### config.mk
export PLATFORM = sky130hd
export DESIGN_NAME = lvl_states_ldst_flat
export DESIGN_NICKNAME = d
export VERILOG_FILES = /design/src/rtl/lvl_states_ldst_if.sv /design/src/rtl/lvl_states_ldst.sv /design/src/flat_wrapper.sv
export SDC_FILE = /design/constraint.sdc
export NUM_CORES = 1
export LEC_CHECK = 0
export ABC_AREA = 1
export CORE_UTILIZATION = 35
export DETAILED_ROUTE_END_ITERATION = 10
export PLACE_DENSITY = 0.66
export SLEW_MARGIN = 20
export SYNTH_ARGS = -nofsm -noshare
export SYNTH_HDL_FRONTEND = slang
export SYNTH_SLANG_ARGS = --single-unit
### constraint.sdc
create_clock -name clk -period 2.3 [get_ports clk]
set_input_delay 0.575 -clock clk [delete_from_list [all_inputs] [get_ports clk]]
set_output_delay 0.575 -clock clk [all_outputs]
set_load 0.02 [all_outputs]
### src/rtl/lvl_states_ldst_if.sv
// RAM-side bus of the level-state load/update controller.
// The controller drives the master modport; the global level-state RAM is the slave.
interface lvl_states_ldst_if #(
    parameter int unsigned WIDTH_LVL        = 16,
    parameter int unsigned WIDTH_LVL_STATES = 11
);
    logic                        ram_rd;
    logic                        ram_wr;
    logic [WIDTH_LVL-1:0]        ram_addr;
    logic [WIDTH_LVL_STATES-1:0] ram_wdata;
    logic [WIDTH_LVL_STATES-1:0] ram_rdata;

    modport master (
        output ram_rd,
        output ram_wr,
        output ram_addr,
        output ram_wdata,
        input  ram_rdata
    );

    modport slave (
        input  ram_rd,
        input  ram_wr,
        input  ram_addr,
        input  ram_wdata,
        output ram_rdata
    );
endinterface

### src/rtl/lvl_states_ldst.sv
// Loads NUM_LVLS level states from the global RAM into the engine slots on a bin switch,
// and writes a snapshot of the engine's level states back to the RAM on bin exit.
module lvl_states_ldst #(
    parameter int unsigned NUM_LVLS         = 4,
    parameter int unsigned WIDTH_LVL_STATES = 11,
    parameter int unsigned WIDTH_LVL        = 16,
    parameter int unsigned WIDTH_BIN        = 10
) (
    input  logic                                 clk,
    input  logic                                 rst,
    input  logic                                 start_load_i,
    input  logic                                 start_update_i,
    input  logic [WIDTH_LVL-1:0]                 base_lvl_i,
    output logic                                 busy_o,
    output logic                                 done_o,
    output logic [NUM_LVLS-1:0]                  wr_states_o,
    output logic [WIDTH_LVL_STATES*NUM_LVLS-1:0] lvl_states_o,
    input  logic [WIDTH_LVL_STATES*NUM_LVLS-1:0] lvl_states_i,
    lvl_states_ldst_if.master                    ram
);
    localparam int unsigned KW = (NUM_LVLS > 1) ? $clog2(NUM_LVLS) : 1;
    localparam int unsigned SW = WIDTH_LVL_STATES * NUM_LVLS;

    if (WIDTH_LVL_STATES != WIDTH_BIN + 1) begin : g_bad_width
        $error("WIDTH_LVL_STATES must equal WIDTH_BIN + 1");
    end

    typedef enum logic [2:0] {
        StIdle, StLoad, StLoadTail, StUpdate, StDone
    } state_e;

    state_e                      state_q, state_d;
    logic [KW-1:0]               k_q, k_d;
    logic [WIDTH_LVL-1:0]        base_q, base_d;
    logic [SW-1:0]               snap_q, snap_d;
    logic                        busy_q, busy_d;
    logic                        done_q, done_d;
    logic                        rd_q, rd_d;
    logic                        wr_q, wr_d;
    logic [WIDTH_LVL-1:0]        addr_q, addr_d;
    logic [WIDTH_LVL_STATES-1:0] wdata_q, wdata_d;
    logic [NUM_LVLS-1:0]         wr_states_q, wr_states_d;

    always_comb begin
        state_d = state_q;
        k_d     = k_q;
        base_d  = base_q;
        snap_d  = snap_q;
        unique case (state_q)
            StIdle, StDone: begin
                state_d = StIdle;
                // Update has priority; a coincident load is dropped.
                if (start_update_i) begin
                    state_d = StUpdate;
                    k_d     = '0;
                    base_d  = base_lvl_i;
                    snap_d  = lvl_states_i;
                end else if (start_load_i) begin
                    state_d = StLoad;
                    k_d     = '0;
                    base_d  = base_lvl_i;
                end
            end
            StLoad: begin
                if (k_q == KW'(NUM_LVLS - 1)) state_d = StLoadTail;
                else                          k_d     = k_q + 1'b1;
            end
            StLoadTail: state_d = StDone;
            StUpdate: begin
                if (k_q == KW'(NUM_LVLS - 1)) state_d = StDone;
                else                          k_d     = k_q + 1'b1;
            end
            default: state_d = StIdle;
        endcase
    end

    // Output registers are loaded from the next state so they line up with state_q.
    always_comb begin
        rd_d    = (state_d == StLoad);
        wr_d    = (state_d == StUpdate);
        busy_d  = (state_d == StLoad) || (state_d == StLoadTail) || (state_d == StUpdate);
        done_d  = (state_d == StDone);
        addr_d  = (rd_d || wr_d) ? base_d + WIDTH_LVL'(k_d) : '0;
        wdata_d = '0;
        wr_states_d = '0;
        for (int unsigned i = 0; i < NUM_LVLS; i++) begin
            if (wr_d && (k_d == KW'(NUM_LVLS - 1 - i))) begin
                wdata_d = snap_d[i*WIDTH_LVL_STATES +: WIDTH_LVL_STATES];
            end
            // Read issued for slot k this cycle returns next cycle, so strobe slot k then.
            if ((state_q == StLoad) && (k_q == KW'(NUM_LVLS - 1 - i))) begin
                wr_states_d[i] = 1'b1;
            end
        end
    end

    always_ff @(posedge clk) begin
        if (!rst) begin
            state_q     <= StIdle;
            k_q         <= '0;
            base_q      <= '0;
            snap_q      <= '0;
            busy_q      <= 1'b0;
            done_q      <= 1'b0;
            rd_q        <= 1'b0;
            wr_q        <= 1'b0;
            addr_q      <= '0;
            wdata_q     <= '0;
            wr_states_q <= '0;
        end else begin
            state_q     <= state_d;
            k_q         <= k_d;
            base_q      <= base_d;
            snap_q      <= snap_d;
            busy_q      <= busy_d;
            done_q      <= done_d;
            rd_q        <= rd_d;
            wr_q        <= wr_d;
            addr_q      <= addr_d;
            wdata_q     <= wdata_d;
            wr_states_q <= wr_states_d;
        end
    end

    // RAM data arrives in the strobe cycle itself, so it is steered by the registered strobe.
    always_comb begin
        lvl_states_o = '0;
        for (int unsigned i = 0; i < NUM_LVLS; i++) begin
            if (wr_states_q[i]) begin
                lvl_states_o[i*WIDTH_LVL_STATES +: WIDTH_LVL_STATES] = ram.ram_rdata;
            end
        end
    end

    assign busy_o        = busy_q;
    assign done_o        = done_q;
    assign wr_states_o   = wr_states_q;
    assign ram.ram_rd    = rd_q;
    assign ram.ram_wr    = wr_q;
    assign ram.ram_addr  = addr_q;
    assign ram.ram_wdata = wdata_q;
endmodule

### src/flat_wrapper.sv
// flat-port wrapper written by rule: the top's interface ports become plain ports
module lvl_states_ldst_flat 
#(
    parameter int unsigned NUM_LVLS         = 4,
    parameter int unsigned WIDTH_LVL_STATES = 11,
    parameter int unsigned WIDTH_LVL        = 16,
    parameter int unsigned WIDTH_BIN        = 10
)
  (clk, rst, start_load_i, start_update_i, base_lvl_i, busy_o, done_o, wr_states_o, lvl_states_o, lvl_states_i, ram_ram_rd, ram_ram_wr, ram_ram_addr, ram_ram_wdata, ram_ram_rdata);
  lvl_states_ldst_if #(.WIDTH_LVL(WIDTH_LVL), .WIDTH_LVL_STATES(WIDTH_LVL_STATES)) ram_i ();
  input  logic clk;
  input  logic rst;
  input  logic start_load_i;
  input  logic start_update_i;
  input  logic [WIDTH_LVL-1:0] base_lvl_i;
  output logic busy_o;
  output logic done_o;
  output logic [NUM_LVLS-1:0] wr_states_o;
  output logic [WIDTH_LVL_STATES*NUM_LVLS-1:0] lvl_states_o;
  input  logic [WIDTH_LVL_STATES*NUM_LVLS-1:0] lvl_states_i;
  output wire logic [$bits(ram_i.ram_rd)-1:0] ram_ram_rd;
  output wire logic [$bits(ram_i.ram_wr)-1:0] ram_ram_wr;
  output wire logic [$bits(ram_i.ram_addr)-1:0] ram_ram_addr;
  output wire logic [$bits(ram_i.ram_wdata)-1:0] ram_ram_wdata;
  input wire logic [$bits(ram_i.ram_rdata)-1:0] ram_ram_rdata;
  assign ram_ram_rd = ram_i.ram_rd;
  assign ram_ram_wr = ram_i.ram_wr;
  assign ram_ram_addr = ram_i.ram_addr;
  assign ram_ram_wdata = ram_i.ram_wdata;
  assign ram_i.ram_rdata = ram_ram_rdata;
  lvl_states_ldst #(.NUM_LVLS(NUM_LVLS), .WIDTH_LVL_STATES(WIDTH_LVL_STATES), .WIDTH_LVL(WIDTH_LVL), .WIDTH_BIN(WIDTH_BIN)) u_core (.clk(clk), .rst(rst), .start_load_i(start_load_i), .start_update_i(start_update_i), .base_lvl_i(base_lvl_i), .busy_o(busy_o), .done_o(done_o), .wr_states_o(wr_states_o), .lvl_states_o(lvl_states_o), .lvl_states_i(lvl_states_i), .ram(ram_i));
endmodule
After elaboration in Yosys (flattened, before gate mapping) --
Cells that the tools add are included.
Operators by class: add/sub/neg operators 2, reduce and logical (&&, ||, !) cells 17, eq/ne operators 14, muxes and demuxes 26
Operators with widths (count):
- $mux 11 | 8
- $mux 44 | 2
- $mux 16 | 3
- $add 16x2->16 | 1
- $eq 3x2->1 const B | 4
- $pmux 3 s4 | 1
- $mux 3 | 3
- $eq 2x2->1 const B | 4
- $logic_and 1x1->1 | 8
- $eq 3x1->1 const B | 2
- $eq 3x3->1 const B | 2
- $mux 2 | 3
- $mux 1 | 5
- $eq 2x1->1 const B | 2
- $logic_not 2->1 | 2
- $pmux 2 s2 | 1
- $reduce_or 2->1 | 2
- $logic_not 3->1 | 1
- $logic_or 1x1->1 | 3
- $add 2x1->2 const B | 1
- $reduce_and 2->1 | 1
Storage, ports and cells: register bits 100, output and inout bits 79, word-level logic and storage cells 70

Logic depth before layout (Yosys ltp) --
word-level depth 9, gate-level depth with buffers 15, depth with buffers taken out 15

Worst setup path after synthesis --
OpenSTA, ideal clock, no wires.
kind input port to flip-flop, start input port start_update_i, end register u_core.addr_q[10], in the netlist u_core.ram.ram_addr[10], arrival 2.283 ns, required time 2.187 ns, setup slack -0.096 ns, buffers on the path 0, cell stages on the path 15, library setup time 0.113 ns, path through inv_1 -> nand2_1 -> nand2_4 -> inv_2 -> or2_2 -> o21ai_0 -> inv_1 -> ha_1 -> fa_1 -> nand3_1 -> nor2_2 -> nand3_1 -> nand2_1 -> nand2_1 -> nor2_1
Between the ends: elaborated cells on any way between the ends 11, classes of those cells add/sub (1); eq/ne (2); mux (6); reduce/logical (2)
RTL lines:
- start: declaration | line flat_wrapper.sv:14 | input logic start_update_i;
- $mux 16 | line lvl_states_ldst.sv:53 | if (start_update_i) begin
- $mux 16 | line lvl_states_ldst.sv:49 | unique case (state_q)
- named net u_core.base_d[0] | line lvl_states_ldst.sv:34 | logic [WIDTH_LVL-1:0] base_q, base_d;
- $add 16x2->16 | line lvl_states_ldst.sv:83 | addr_d = (rd_d || wr_d) ? base_d + WIDTH_LVL'(k_d) : '0;
- end signal: assignment | line lvl_states_ldst.sv:119 | addr_q <= addr_d;
- end: declaration | line lvl_states_ldst.sv:40 | logic [WIDTH_LVL-1:0] addr_q, addr_d;
The timed path passes the listed nets, and every way through them passes these cells. A chain may end at the register's enable or synchronous reset.

Worst setup path after layout --
start register u_core.wr_states_q[0], in the netlist u_core.wr_states_o[0], end output port wr_states_o[0]
RTL lines:
- start: declaration | line lvl_states_ldst.sv:42 | logic [NUM_LVLS-1:0] wr_states_q, wr_states_d;
- start signal: assignment | line lvl_states_ldst.sv:121 | wr_states_q <= wr_states_d;
- end: declaration | line flat_wrapper.sv:18 | output logic [NUM_LVLS-1:0] wr_states_o;
No word-level cell between the ends.

==> flow_metrics.py <==
metrics = {
    "floorplan": {
        "io_pins": 154,
        "num_rows": 42,
        "die-area_um2": 14450,
        "start_util_pct": 36.35,
        "coreArea_um2": 13450,
        "die_h_um": 120.2,
        "die_x_um": 120.2,
    },
    "placement": {
        "placed_area_um2": 6888,
        "hpwl_um": 10120,
        "placedCellCount": 1074,
        "portBuffers": 153,
        "pre_cts_ws_ns": -0.5281,
        "finalWeightedCongestion": 0.8165,
    },
    "route": {
        "ant_nets": 0,
        "viasPerCell": 4.468,
        "dr.pass1.iters": 4,
        "drcViolationCount": 0,
        "finalWirelength_um": 13290,
        "drt_iter0_drc": 230,
        "vias": 4888,
        "wl_per_cell_um": 12.15,
    },
    "worst_setup_path": {
        "crit_type": "flop to output pin",
        "crit_chain": "clkdlybuf4s50_1",
        "r2r-start": "u_core.state_q[0]$_SDFF_PN0_",
        "crit_start": "u_core.wr_states_o[0]$_SDFF_PN0_",
        "critical_path.max_fanout": 12,
        "end_kind": "output pin",
        "max_stage_delay_ns": 0.69,
        "critical-path-top-delay-family": "buffers and inverters",
        "arrival_ns": 1.63,
        "required_ns": 1.73,
        "crit_buf_inv": 1,
        "start_kind": "flop",
        "slowest_stage": "clkdlybuf4s50_1",
    },
    "timing": {
        "finalCritPeriodShare_pct": 95.86,
        "slew_viol_final": 0,
        "finalSetupTns_ns": 0,
        "hold_viol": 0,
        "skew_ns": 0.007949,
        "worst_slew_pin_slew_ns": 0.7232,
        "min_period_ns": 2.205,
        "finalWorstSetupSlack_ns": 0.09514,
        "timing.fmax_mhz": 453.5,
        "fin_hold_ws_ns": 0.4730,
        "max_slew_margin_pct": 51.61,
        "setup_viol": 0,
    },
    "synth": {
        "synth_ff_type": "dfxtp_1",
        "synthTopCellsByCount": "nand2_1, inv_1, nor2_1",
        "yosysMostFrequentCell": "nand2_1",
        "synth_area_um2": 4890,
        "yosysWarnings": 0,
        "syn_area_per_cell_um2": 6.726,
        "syn-num-nets": 805,
        "synthArstFlopShare_pct": 0,
        "ys_types": 33,
        "yosysTopAreaCellShare_pct": 40.94,
        "yosysTopAreaCell": "dfxtp_1",
        "synth_seq_area_share_pct": 40.94,
        "synth_seq_cells": 100,
        "synthTopCellsByArea": "dfxtp_1, nand2_1, inv_1",
        "synth_edf_count": 0,
        "postSynthCellCount": 727,
    },
    "cts": {
        "cts_inserted_buffers": 9,
        "clkSinkCount": 100,
        "clkSlewWorstSetupHoldPaths_ns": 0.07,
        "htree_levels": 3,
        "cts_hold_buffers": 0,
        "clock_latency_ns": 0.35,
        "cts_buffer_depth": 2,
        "cts_tree": "done",
        "clockRootBuffer": "clkbuf_16",
    },
    "cells_and_area": {
        "layout-drive-gt1-share_pct": 13.62,
        "final_cell_area_um2": 7244,
        "syn_to_final_growth_pct": 48.16,
        "utilization_pct": 53.85,
        "diodes": 0,
        "nNetsFinal": 991,
        "final_cells": 1094,
        "n_fill_cell": 1357,
    },
    "worst_hold_path": {
        "min-delay-start": "u_core.snap_q[5]$_SDFF_PN0_",
        "hold_path.class": "flop to flop",
    },
    "grt": {
        "grt_use_total_pct": 18.99,
        "grt_antenna_before_repair": 0,
        "grt_pass1_wl_um": 21510,
        "overflow": 0,
        "grt_pass1_vias": 4399,
        "grt_max_degree": 33,
    },
    "pwr": {
        "peakVddDrop_mv": 0.3607,
        "finalPower_mw": 5.220,
        "power.leakage_nw": 3.863,
        "power.density_nw_per_um2": 720.5,
    },
    "flow_run": {
        "drv_cap": 0,
    },
    "outcome": {
        "outcome": "completed",
    },
}
==> registers in the layout, summed over array words and instances (netlist names) <==
signal / flops
u_core.busy_o: 1
u_core.ram.ram_wdata: 11
u_core.base_q: 16
u_core.snap_q: 44
u_core.ram.ram_wr: 1
u_core.wr_states_o: 4
u_core.ram.ram_rd: 1
u_core.state_q: 3
u_core.ram.ram_addr: 16
u_core.k_q: 2
u_core.done_o: 1
==> metal layers <==
metal  GRT usage, %  vias to the layer above  share of wire, %
met5              0                        -                 0
met4          6.094                        0              0.94
met3          3.491                       10               6.1
met2          31.18                      133                47
met1          25.08                     2164                46
li1               -                     2581                 -
==> placed cells by master (no fill, tap or decap), types with 3 or more instances in the layout <==
cell             instances
dlygate4sd2_1           43
o21a_1                  15
nor2_1                 106
a21oi_1                 17
nand3b_1                10
nor2_4                   5
dfxtp_2                  3
clkdlybuf4s50_1        109
inv_2                    4
buf_4                   52
nor3_1                   3
inv_1                  106
dfxtp_1                 97
nand2_2                  7
o211ai_1                 9
or2_2                   16
clkbuf_16                9
clkinvlp_4               3
nand4_1                  3
o21ai_0                 12
nand3_1                 29
mux2i_1                  9
nand2_1                216
==> tightest hold or removal path, cell delays in order (launching register included) <==
cell	delay, ns
dfxtp_1	0.30
nand2_1	0.07
a21oi_1	0.06
==> power by group <==
group          switching (mW)  total, mW  internal [mW]
registers              0.0724       2.00           1.93
clock network           0.690       1.57          0.881
logic                   0.888       1.65          0.763
total                    1.65       5.22           3.57
==> what timing repair did <==
item,CTS,global route
resized for setup,50,11
pin swaps,7,9
buffers inserted,2,2
endpoints found under the setup margin,55,15
==> cell families (layout without fill, tap and decap cells) <==
kind of cell	after synthesis	in the layout	share of synthesized area [%]
buf+inv	144	335	12.36
mux	9	9	1.842
flops	100	100	40.94
xor+xnor	1	1	0.1792
simple gates	407	407	35.80
fa+ha+maj	3	3	0.9211
compound gates	63	63	7.958
==> final timing paths <==
path                                         to  slack (ns)  depth (start not counted)
max                              wr_states_o[0]         0.1                          1
min                 u_core.snap_q[5]$_SDFF_PN0_        0.47                          2
max reg2reg  u_core.ram.ram_addr[11]$_SDFF_PN0_        0.22                         14
min reg2reg         u_core.snap_q[5]$_SDFF_PN0_        0.47                          2
==> layout make-up <==
type / instances / area [µm²] / area share (%)
multi-input combinational: 483 / 2376 / 32.80
sequential: 100 / 2006 / 27.69
timing repair buffer: 207 / 1911 / 26.37
inverter: 112 / 422.9 / 5.838
clock buffer: 10 / 239.0 / 3.299
tap: 176 / 220.2 / 3.040
clock inverter: 6 / 70.07 / 0.9672
Power figures use the tool's default switching activity.
